## src/rtl/arbitro_acciones.sv

```systemverilog
// Round-robin arbiter for the pet's single timed-action window; grant 2 cycles after a request edge.
// No backpressure: requests are edge-latched and queued, served one window at a time.
module arbitro_acciones #(
    parameter int CICLOS_SEG  = 50_000_000,
    parameter int SEG_ACCION  = 5,
    parameter int FACTOR_TEST = 10
) (
    input  logic       clk,
    input  logic       Bot_Reset,
    input  logic       Bot_Test,
    input  logic       Bot_Medicina,
    input  logic       Bot_Energia,
    input  logic       Entrada_Descanso,
    input  logic       Entrada_Animo,
    output logic [3:0] concedido,
    output logic       ocupado,
    output logic [2:0] segundos_rest,
    output logic       accion_fin,
    output logic       senal_5segMedicina,
    output logic       senal_5segEnergia
);
    localparam int PW = $clog2(CICLOS_SEG);
    localparam logic [PW-1:0] LIM_NORMAL = PW'(CICLOS_SEG - 1);
    localparam logic [PW-1:0] LIM_TEST   = PW'(CICLOS_SEG / FACTOR_TEST - 1);
    localparam logic [2:0]    SEG_INI    = 3'(SEG_ACCION);

    typedef enum logic [1:0] {REPOSO, ACTIVO, FIN} estado_t;

    estado_t       estado;
    logic [3:0]    entradas;
    logic [3:0]    previo;
    logic [3:0]    flancos;
    logic [3:0]    pendiente;
    logic [3:0]    limpiar;
    logic [1:0]    puntero;
    logic [1:0]    indice;
    logic [1:0]    desplaz;
    logic [1:0]    ganador;
    logic [PW-1:0] prescaler;
    logic [PW-1:0] limite;
    logic          vuelta;

    assign entradas = {Entrada_Animo, Entrada_Descanso, Bot_Energia, Bot_Medicina};
    assign flancos  = entradas & ~previo;
    assign limite   = Bot_Test ? LIM_TEST : LIM_NORMAL;
    // >= rather than == so a shorter period taking effect mid-count wraps at once
    assign vuelta   = prescaler >= limite;

    // Distance from puntero to the first pending requester, searching upward mod 4
    always_comb begin
        desplaz = 2'd0;
        for (int j = 3; j >= 0; j--) begin
            if (pendiente[puntero + 2'(j)]) begin
                desplaz = 2'(j);
            end
        end
    end

    assign ganador = puntero + desplaz;
    assign limpiar = (estado == REPOSO && |pendiente) ? (4'b0001 << ganador) : 4'b0000;

    always_ff @(posedge clk) begin
        if (Bot_Reset) begin
            estado        <= REPOSO;
            previo        <= '0;
            pendiente     <= '0;
            puntero       <= '0;
            indice        <= '0;
            prescaler     <= '0;
            concedido     <= '0;
            ocupado       <= 1'b0;
            segundos_rest <= '0;
            accion_fin    <= 1'b0;
        end else begin
            previo     <= entradas;
            // A new edge on the bit being granted keeps it queued
            pendiente  <= (pendiente & ~limpiar) | flancos;
            accion_fin <= 1'b0;
            case (estado)
                REPOSO: begin
                    if (|pendiente) begin
                        estado        <= ACTIVO;
                        concedido     <= 4'b0001 << ganador;
                        indice        <= ganador;
                        ocupado       <= 1'b1;
                        segundos_rest <= SEG_INI;
                        prescaler     <= '0;
                    end
                end
                ACTIVO: begin
                    if (vuelta) begin
                        prescaler <= '0;
                        if (segundos_rest == 3'd1) begin
                            estado        <= FIN;
                            concedido     <= '0;
                            ocupado       <= 1'b0;
                            segundos_rest <= '0;
                            accion_fin    <= 1'b1;
                            puntero       <= indice + 2'd1;
                        end else begin
                            segundos_rest <= segundos_rest - 3'd1;
                        end
                    end else begin
                        prescaler <= prescaler + PW'(1);
                    end
                end
                FIN: begin
                    estado <= REPOSO;
                end
                default: begin
                    estado <= REPOSO;
                end
            endcase
        end
    end

    assign senal_5segMedicina = concedido[0];
    assign senal_5segEnergia  = concedido[1];

endmodule
```

## config.mk

```make
export PLATFORM = sky130hd
export DESIGN_NAME = arbitro_acciones
export DESIGN_NICKNAME = d
export VERILOG_FILES = /design/src/rtl/arbitro_acciones.sv
export SDC_FILE = /design/constraint.sdc
export NUM_CORES = 1
export LEC_CHECK = 0
export BUFFER_PORTS_ARGS = -buffer_cell sky130_fd_sc_hd__buf_4
export CAP_MARGIN = 20
export CORE_MARGIN = 8
export CORE_UTILIZATION = 55
export CTS_CLUSTER_DIAMETER = 100
export DETAILED_ROUTE_END_ITERATION = 8
export PLACE_DENSITY = 0.79
export SYNTH_ARGS = -nofsm -noshare
export SYNTH_HDL_FRONTEND = slang
export SYNTH_SLANG_ARGS = --single-unit
```

## constraint.sdc

```tcl
create_clock -name clk -period 3.4 [get_ports clk]
set_clock_uncertainty 0.05 [all_clocks]
set_input_delay 0.17 -clock clk [delete_from_list [all_inputs] [get_ports clk]]
set_output_delay 0.17 -clock clk [all_outputs]
set_load 0.05 [all_outputs]
```

==> results of run 1 <==
[power breakdown]
part	internal, mW	switching, mW
Sequential	0.607	0.0383
Clock	0.150	0.219
Combinational	0.109	0.198
[through the flow]
stage          std cells  utilization, %
4_1_cts              446            61.7
3_5_place_dp         438            59.9
2_1_floorplan        369               -
6_report             446            61.7
5_1_grt              446            61.7
3_3_place_gp         438            59.9
[state kept, by name, summed over array words and instances (netlist names)]
signal and cells:
segundos_rest 3, concedido 4, pendiente 4, estado 2, previo 4, accion_fin 1
puntero 2, indice 2, prescaler 26, ocupado 1
[worst max-delay path, delay by kind of cell, from the launching register on]
family / cells / cell delay (ps)
and+or+nand+nor: 4 / 1160
DFF: 1 / 500
AOI/OAI and AO/OA: 2 / 390
xor gates and xnor gates: 1 / 180
adders and majority gates: 1 / 150
[how the worst max path moves through the flow]
stage | startpoint | end | slack [ps]
2_1_floorplan | puntero[0] | pendiente[0] | 990
3_3_place_gp | pendiente[1] | pendiente[0] | 980
3_5_place_dp | Bot_Test | segundos_rest[0] | 910
4_1_cts | pendiente[1] | pendiente[0] | 870
5_1_grt | prescaler[0] | segundos_rest[1] | 720
6_report | pendiente[1] | pendiente[0] | 870
[layer usage]
| metal | up-vias | wire length [um] | track usage [%] |
|---|---|---|---|
| met3 | 15 | 470 | 4.18 |
| met2 | 102 | 3010 | 28.2 |
| li1 | 1366 | - | - |
| met5 | - | 0 | 0 |
| met1 | 1247 | 3290 | 24.2 |
| met4 | 0 | 95 | 6.30 |
[layout by cell type (no fill, tap or decap), types with 2 or more instances in the layout]
master     n
or4_1      2
nand3_1   21
nand4b_1   5
inv_1     14
ha_1      17
a41oi_1    4
nor2_1    34
o21bai_1   2
nand2_1   41
nor3_1    12
a21oi_1   19
or2_2      3
nor4_1     6
o21a_1     3
a211oi_1   3
and3_1     4
xnor2_1    4
buf_4     23
o21ai_0   10
and2_1     2
o22ai_1    3
inv_6      2
nand4_1   20
dfxtp_1   49
nand2b_1   4
clkbuf_8   5
o211ai_1  12
mux2_2     3
nor2b_1    9
a32o_1     6
xor2_1     3
a31oi_1    9
or3_1      2
[cells by family after synthesis]
kind of cell / count (synthesis) / synth area share, %
muxes: 3 / 1.16
buffers and inverters: 39 / 6.30
AOI/OAI and AO/OA: 81 / 19.2
adders and majority gates: 17 / 7.28
DFF: 49 / 33.6
and+or+nand+nor: 173 / 30.4
xor gates and xnor gates: 7 / 2.10
[cell type report]
| type | instances | area [um2] | share of cell area (%) |
|---|---|---|---|
| flip-flops and latches | 49 | 981 | 31.1 |
| inverters | 15 | 56.3 | 1.79 |
| well taps | 70 | 87.6 | 2.78 |
| clock buffers | 5 | 68.8 | 2.18 |
| clock inverters | 3 | 25.0 | 0.794 |
| multi-input cells | 281 | 1760 | 55.9 |
| repair buffers | 23 | 173 | 5.48 |
==> flow_results.xml, run 1 <==
<?xml version="1.0" encoding="UTF-8"?>
<metrics>
  <group name="run_status">
    <metric name="outcome" unit="">finished clean</metric>
  </group>
  <group name="grt">
    <metric name="initial_antenna_violation_count" unit="">0</metric>
    <metric name="globalRouteOverflowTotal" unit="">0</metric>
    <metric name="track_usage" unit="%">18.3</metric>
    <metric name="first_pass_grt_wire_length" unit="um">11500</metric>
    <metric name="grt_start_max_net_pins" unit="">38</metric>
    <metric name="first_global_vias" unit="">2449</metric>
  </group>
  <group name="hold_path">
    <metric name="hold_path.class" unit="">primary input to flop</metric>
    <metric name="worst_hold_path_endpoint" unit="">previo[2]</metric>
    <metric name="hold_path.startpoint" unit="">Entrada_Descanso</metric>
    <metric name="hold-path-cell-count" unit="">2</metric>
  </group>
  <group name="placed_design">
    <metric name="place.detailed.hpwl" unit="um">4860</metric>
    <metric name="place.gp.congestion" unit="">0.849</metric>
    <metric name="place.port_buffers" unit="">17</metric>
    <metric name="dpl-instance-area" unit="um2">3060</metric>
    <metric name="pre_cts_slack" unit="ps">907</metric>
  </group>
  <group name="power_and_ir_drop">
    <metric name="power.density" unit="nW/um2">419</metric>
    <metric name="vdd_ir_drop_max" unit="mV">0.200</metric>
    <metric name="design_power_total" unit="mW">1.32</metric>
    <metric name="power.leakage" unit="nW">1.15</metric>
  </group>
  <group name="synthesis">
    <metric name="synthTopCellsByCount" unit="">49 x dfxtp_1, 41 x nand2_1, 34 x nor2_1</metric>
    <metric name="syn_area_per_cell" unit="um2">7.91</metric>
    <metric name="synth_ff_type" unit="">dfxtp_1</metric>
    <metric name="synthesis.nets" unit="">393</metric>
    <metric name="count_of_state_elements_after_synthesis" unit="">49</metric>
    <metric name="synth_enable_flop_cells" unit="">0</metric>
    <metric name="yosys.cell_count.top_type" unit="">dfxtp_1</metric>
    <metric name="postSynth.asyncResetShare" unit="%">0</metric>
    <metric name="synth.largest_area_cell" unit="">dfxtp_1</metric>
    <metric name="yosys.area.top_type_share" unit="%">33.6</metric>
    <metric name="yosysWarningCount" unit="">0</metric>
    <metric name="synth_cell_types" unit="">52</metric>
    <metric name="synth_top_cells_by_area" unit="">dfxtp_1 34%, ha_1 7.3%, nand2_1 5.3%</metric>
    <metric name="synthCells" unit="">369</metric>
    <metric name="synthesis.area" unit="um2">2920</metric>
    <metric name="seq_area_frac_synth" unit="%">33.6</metric>
  </group>
  <group name="routing">
    <metric name="routed-via-count" unit="">2730</metric>
    <metric name="drc" unit="">0</metric>
    <metric name="residual_antenna_violating_net_count_after_detailed_routing" unit="">0</metric>
    <metric name="dr.pass1.iters" unit="">4</metric>
    <metric name="via_per_inst" unit="">6.12</metric>
    <metric name="wl_per_cell" unit="um">15.4</metric>
    <metric name="drt_iter0_drc" unit="">174</metric>
    <metric name="detail_route.wirelength" unit="um">6870</metric>
  </group>
  <group name="timing">
    <metric name="final_min_period_over_clock_period" unit="%">74.3</metric>
    <metric name="whs" unit="ps">67.3</metric>
    <metric name="final-hold-violation-count" unit="">0</metric>
    <metric name="maxSlewViolCount" unit="">0</metric>
    <metric name="min_period" unit="ps">2530</metric>
    <metric name="rsz0062_at_grt" unit="">no</metric>
    <metric name="worst_relative_slew_slack" unit="%">61.8</metric>
    <metric name="final_setup_violation_count" unit="">0</metric>
    <metric name="max_slew.worst_pin.slew" unit="ps">569</metric>
    <metric name="clock.fmax" unit="MHz">396</metric>
    <metric name="post-route-worst-setup-slack" unit="ps">874</metric>
    <metric name="tns" unit="ps">0</metric>
  </group>
  <group name="final_layout">
    <metric name="drive_above_1_share" unit="%">11.4</metric>
    <metric name="area_grow_syn2layout" unit="%">7.93</metric>
    <metric name="final.fill_count" unit="">446</metric>
    <metric name="num-nets-final" unit="">399</metric>
    <metric name="layout.cell_area.non_filler" unit="um2">3150</metric>
    <metric name="n_antenna_cell" unit="">0</metric>
  </group>
  <group name="cts">
    <metric name="cts_root_buf" unit="">clkbuf_8</metric>
    <metric name="clk_path_buf_depth" unit="">2</metric>
    <metric name="cts_buffers" unit="">5</metric>
    <metric name="cts.reportedPaths.clkPinSlew" unit="ps">100</metric>
    <metric name="numClockSinks" unit="">49</metric>
    <metric name="cts.htree.levels" unit="">2</metric>
    <metric name="insertion_delay" unit="ps">310</metric>
    <metric name="cts.hold.buffers_added" unit="">0</metric>
    <metric name="post_cts_buffers" unit="">0</metric>
    <metric name="ctsResizeCount" unit="">0</metric>
    <metric name="tritoncts" unit="">done</metric>
  </group>
  <group name="floorplanning">
    <metric name="floorplan.rows" unit="">26</metric>
    <metric name="initial_core_util" unit="%">57.2</metric>
    <metric name="fp.dieH" unit="um">88.9</metric>
    <metric name="boundaryPins" unit="">18</metric>
    <metric name="die_wd" unit="um">88.9</metric>
    <metric name="design.die.area" unit="um2">7900</metric>
    <metric name="core" unit="um2">5110</metric>
  </group>
  <group name="worst_setup_path">
    <metric name="cp_cell_sequence" unit="">nor2_1, or4_1, nand3_1, ha_1, xor2_1, a21oi_1, or4_1, a32o_1</metric>
    <metric name="start_kind" unit="">flop</metric>
    <metric name="timing.setup.critical_path_class" unit="">flop to flop</metric>
    <metric name="crit_top_cell" unit="">or4_1</metric>
    <metric name="crit-reg2reg-capture" unit="">pendiente[0]</metric>
    <metric name="worstPathMaxFanout" unit="">9</metric>
    <metric name="timing.rr.start" unit="">pendiente[1]</metric>
    <metric name="cell_with_the_biggest_individual_delay_on_the_critical_path" unit="">or4_1</metric>
    <metric name="timing.critical_path.slowest_cell_delay" unit="ps">570</metric>
    <metric name="r2r_cells" unit="">8</metric>
    <metric name="setup.reg_to_reg.worst_slack" unit="ps">870</metric>
    <metric name="critical_path_arrival" unit="ps">2690</metric>
    <metric name="type_of_destination_of_the_critical_path" unit="">flop</metric>
    <metric name="critPathRequiredTime" unit="ps">3560</metric>
  </group>
  <group name="run">
    <metric name="maxCapViolCount" unit="">0</metric>
  </group>
</metrics>
Power figures use the tool's default switching activity.
==> run 2, diff against run 1 <==
--- a/config.mk
+++ b/config.mk
@@ -5,13 +5,14 @@
 export SDC_FILE = /design/constraint.sdc
 export NUM_CORES = 1
 export LEC_CHECK = 0
+export ABC_AREA = 1
 export BUFFER_PORTS_ARGS = -buffer_cell sky130_fd_sc_hd__buf_4
 export CAP_MARGIN = 20
 export CORE_MARGIN = 8
 export CORE_UTILIZATION = 55
 export CTS_CLUSTER_DIAMETER = 100
 export DETAILED_ROUTE_END_ITERATION = 8
-export PLACE_DENSITY = 0.79
+export PLACE_DENSITY = 0.82
 export SYNTH_ARGS = -nofsm -noshare
 export SYNTH_HDL_FRONTEND = slang
 export SYNTH_SLANG_ARGS = --single-unit
==> constraint.sdc (replaced) <==
create_clock -name clk -period 2.13 [get_ports clk]
set_clock_uncertainty 0.05 [all_clocks]
set_input_delay 0.1065 -clock clk [delete_from_list [all_inputs] [get_ports clk]]
set_output_delay 0.1065 -clock clk [all_outputs]
set_load 0.05 [all_outputs]
==> run 2 against run 1 <==
The run now ends with negative setup slack left. Synthesized cell count grew 29%. Sequential power is 57% higher. Non-clock buffer count rose by 26. Die area is 5.3% higher. Worst hold slack better by 65 ps. Fmax is 15% higher. Combinational power up 91%. Area after synthesis grew 6.5%. Design area up 16%. Critical path type unchanged. Critical endpoint is now pendiente[3]. Largest cell class unchanged. Highest routed layer unchanged.
==> flow_results.xml, run 2 <==
<?xml version="1.0" encoding="UTF-8"?>
<metrics>
  <group name="grt">
    <metric name="first_global_vias" unit="">2947</metric>
    <metric name="globalRouteOverflowTotal" unit="">0</metric>
    <metric name="track_usage" unit="%">18.5</metric>
    <metric name="initial_antenna_violation_count" unit="">0</metric>
    <metric name="first_pass_grt_wire_length" unit="um">12900</metric>
    <metric name="grt_start_max_net_pins" unit="">35</metric>
  </group>
  <group name="routing">
    <metric name="wl_per_cell" unit="um">13.3</metric>
    <metric name="drc" unit="">0</metric>
    <metric name="residual_antenna_violating_net_count_after_detailed_routing" unit="">0</metric>
    <metric name="detail_route.wirelength" unit="um">7840</metric>
    <metric name="dr.pass1.iters" unit="">4</metric>
    <metric name="via_per_inst" unit="">5.43</metric>
    <metric name="routed-via-count" unit="">3206</metric>
    <metric name="drt_iter0_drc" unit="">285</metric>
  </group>
  <group name="final_layout">
    <metric name="num-nets-final" unit="">541</metric>
    <metric name="commonest_cells_after_routing_fill_and_taps_aside" unit="">128 x nand2_1, 59 x inv_1, 54 x nor2_1</metric>
    <metric name="n_antenna_cell" unit="">0</metric>
    <metric name="layout.cell_area.non_filler" unit="um2">3660</metric>
    <metric name="largest_reg_flops" unit="">26</metric>
    <metric name="area_grow_syn2layout" unit="%">17.7</metric>
    <metric name="regMostFlops" unit="">prescaler</metric>
    <metric name="layout.core_utilization" unit="%">66.9</metric>
    <metric name="final.fill_count" unit="">484</metric>
    <metric name="final_common_cell" unit="">nand2_1</metric>
    <metric name="drive_above_1_share" unit="%">18.0</metric>
  </group>
  <group name="synthesis">
    <metric name="count_of_state_elements_after_synthesis" unit="">49</metric>
    <metric name="synth.largest_area_cell" unit="">dfxtp_1</metric>
    <metric name="synth_fa_ha_area_share" unit="%">6.84</metric>
    <metric name="synthesized_area_fraction_occupied_by_ao_oa_aoi_and_oai_cells" unit="%">12.0</metric>
    <metric name="synthTopCellsByCount" unit="">129 x nand2_1, 59 x inv_1, 55 x nor2_1</metric>
    <metric name="synth_cell_types" unit="">35</metric>
    <metric name="synth_ff_type" unit="">dfxtp_1</metric>
    <metric name="yosysWarningCount" unit="">0</metric>
    <metric name="synthCells" unit="">475</metric>
    <metric name="synthesis.nets" unit="">499</metric>
    <metric name="yosys.cell_count.top_type" unit="">nand2_1</metric>
    <metric name="postSynth.asyncResetShare" unit="%">0</metric>
    <metric name="post_synth_mux_area_share" unit="%">0</metric>
    <metric name="synth_enable_flop_cells" unit="">0</metric>
    <metric name="syn_area_per_cell" unit="um2">6.55</metric>
    <metric name="post_synth_and_or_nand_nor_area_fraction" unit="%">36.5</metric>
    <metric name="seq_area_frac_synth" unit="%">31.5</metric>
    <metric name="yosys.area.top_type_share" unit="%">31.5</metric>
    <metric name="largest_family_of_logic_cells_by_synthesized_area" unit="">simple AND/OR/NAND/NOR gates</metric>
    <metric name="yosys.area_share.xor_xnor" unit="%">3.06</metric>
    <metric name="synth_top_cells_by_area" unit="">dfxtp_1 32%, nand2_1 16%, inv_1 7.1%</metric>
    <metric name="synthesis.area" unit="um2">3110</metric>
  </group>
  <group name="worst_setup_path">
    <metric name="worstPathMaxFanout" unit="">4</metric>
    <metric name="cp_cell_sequence" unit="">buf_12, buf_4, nand2_1, o21ai_2, o21ai_2, a21oi_2, nor2_1, ha_2, xor2_1, nand2_1, nand2_2, nand2_1, nand3_1, o21ai_1</metric>
    <metric name="critPathRequiredTime" unit="ps">2290</metric>
    <metric name="cell_with_the_biggest_individual_delay_on_the_critical_path" unit="">dfxtp_4</metric>
    <metric name="timing.critical_path.slowest_cell_delay" unit="ps">370</metric>
    <metric name="type_of_destination_of_the_critical_path" unit="">flop</metric>
    <metric name="critical_path_arrival" unit="ps">2360</metric>
    <metric name="crit_top_cell" unit="">nand2_1</metric>
    <metric name="timing.setup.critical_path_class" unit="">flop to flop</metric>
    <metric name="start_kind" unit="">flop</metric>
    <metric name="r2r_cells" unit="">14</metric>
  </group>
  <group name="run_status">
    <metric name="outcome" unit="">finished with violations</metric>
    <metric name="violations" unit="">negative setup slack</metric>
  </group>
  <group name="cts">
    <metric name="tritoncts" unit="">done</metric>
    <metric name="numClockSinks" unit="">49</metric>
    <metric name="cts_root_buf" unit="">clkbuf_8</metric>
    <metric name="cts_buffers" unit="">5</metric>
    <metric name="cts.htree.levels" unit="">2</metric>
    <metric name="insertion_delay" unit="ps">320</metric>
    <metric name="clk_path_buf_depth" unit="">2</metric>
    <metric name="cts.reportedPaths.clkPinSlew" unit="ps">100</metric>
  </group>
  <group name="power_and_ir_drop">
    <metric name="power.leakage" unit="nW">1.61</metric>
    <metric name="vdd_ir_drop_max" unit="mV">0.597</metric>
    <metric name="power.density" unit="nW/um2">589</metric>
    <metric name="power.net_switching" unit="mW">0.773</metric>
    <metric name="sw_frac_of_total" unit="%">35.9</metric>
    <metric name="share_clk_of_total_power" unit="%">26.0</metric>
    <metric name="power_frac_seq" unit="%">46.9</metric>
    <metric name="combinational_fraction_of_design_power" unit="%">27.1</metric>
    <metric name="p_int" unit="mW">1.38</metric>
  </group>
  <group name="timing">
    <metric name="rsz0062_at_grt" unit="">yes</metric>
    <metric name="post-route-worst-setup-slack" unit="ps">-73.1</metric>
    <metric name="maxSlewViolCount" unit="">0</metric>
    <metric name="final_setup_violation_count" unit="">8</metric>
    <metric name="clock.fmax" unit="MHz">454</metric>
    <metric name="worst_relative_slew_slack" unit="%">64.8</metric>
    <metric name="final_min_period_over_clock_period" unit="%">103</metric>
    <metric name="min_period" unit="ps">2200</metric>
    <metric name="final-hold-violation-count" unit="">0</metric>
    <metric name="max_slew.worst_pin.slew" unit="ps">528</metric>
    <metric name="tns" unit="ps">-370</metric>
  </group>
  <group name="floorplanning">
    <metric name="initial_core_util" unit="%">56.8</metric>
    <metric name="design.die.area" unit="um2">8320</metric>
    <metric name="boundaryPins" unit="">18</metric>
    <metric name="die_wd" unit="um">91.2</metric>
    <metric name="floorplan.rows" unit="">27</metric>
    <metric name="core" unit="um2">5470</metric>
    <metric name="fp.dieH" unit="um">91.2</metric>
  </group>
  <group name="hold_path">
    <metric name="hold_path.class" unit="">primary input to flop</metric>
    <metric name="hold-path-cell-count" unit="">2</metric>
  </group>
  <group name="placed_design">
    <metric name="place.port_buffers" unit="">17</metric>
    <metric name="place.detailed.hpwl" unit="um">5670</metric>
    <metric name="dpl-instance-area" unit="um2">3440</metric>
    <metric name="place.gp.congestion" unit="">0.944</metric>
  </group>
  <group name="run">
    <metric name="maxCapViolCount" unit="">0</metric>
  </group>
</metrics>
==> run 2: cell count changes in the layout (fill, tap and decap cells not counted), sizes merged, moves of 10 or more <==
cell | before | now
nor2 | 35 | 63
a21oi | 19 | 38
o211ai | 12 | 0
nand2 | 41 | 134
buf | 23 | 44
o21ai | 11 | 25
nand3 | 21 | 31
inv | 16 | 62
==> run 2: routing by layer <==
layer | routed length (um) | vias up | GRT usage, %
met5 | 0 | - | 0
met4 | 170 | 0 | 7.91
met3 | 374 | 19 | 2.80
met2 | 3660 | 114 | 31.1
met1 | 3640 | 1475 | 22.8
li1 | - | 1598 | -
==> run 2: layout make-up <==
type / instances / area (um2) / area share [%]
well taps: 72 / 90.1 / 2.46
multi-input cells: 350 / 1870 / 51.2
clock inverters: 3 / 21.3 / 0.581
inverters: 62 / 233 / 6.36
flip-flops and latches: 49 / 986 / 26.9
clock buffers: 5 / 68.8 / 1.88
repair buffers: 49 / 388 / 10.6
==> run 2: metrics by stage <==
stage | instances | hold slack, ps | total power, mW | worst slack [ps]
2_1_floorplan | 475 | 167 | 1.41 | 192
3_3_place_gp | 576 | 259 | 1.56 | 41.8
3_5_place_dp | 576 | 262 | 1.57 | -66.5
4_1_cts | 588 | 124 | 2.13 | 32.1
5_1_grt | 590 | 151 | 2.26 | -182
6_report | 590 | 132 | 2.16 | -73.1
==> run 2: worst paths after layout <==
check	to	slack, ps	start
max	pendiente[3]	-70	puntero[0]
min	prescaler[25]	130	Bot_Reset
max reg2reg	pendiente[3]	-70	puntero[0]
min reg2reg	pendiente[3]	360	previo[3]
==> run 2: kinds of logic (layout without fill, tap and decap cells) <==
group,Yosys count,after routing
compound gates,69,69
buf+inv,76,119
fa+ha+maj,17,17
xor+xnor,10,10
flops,49,49
simple gates,254,254
==> run 2: power by group through the flow <==
stage / logic, mW / clock network (mW) / registers (mW)
after detailed placement: 0.543 / 0 / 1.03
after CTS: 0.554 / 0.571 / 1.01
after floorplan: 0.315 / 0 / 1.10
after global placement: 0.533 / 0 / 1.03
after global routing: 0.634 / 0.607 / 1.02
final: 0.585 / 0.561 / 1.01
==> run 2: what timing repair did <==
action,4_1_cts,5_1_grt
setup endpoints to repair,9,9
hold buffers,4,0
buffers inserted,0,2
gates resized for setup,2,24
pin swaps,0,8
endpoints found under the hold margin,4,0
==> run 2: worst max-delay path, delay by kind of cell, from the launching register on <==
family / cells / cell delay [ps]
buffers and inverters: 2 / 260
DFF: 1 / 370
adders and majority gates: 1 / 200
and+or+nand+nor: 6 / 630
xor gates and xnor gates: 1 / 210
AOI/OAI and AO/OA: 4 / 370
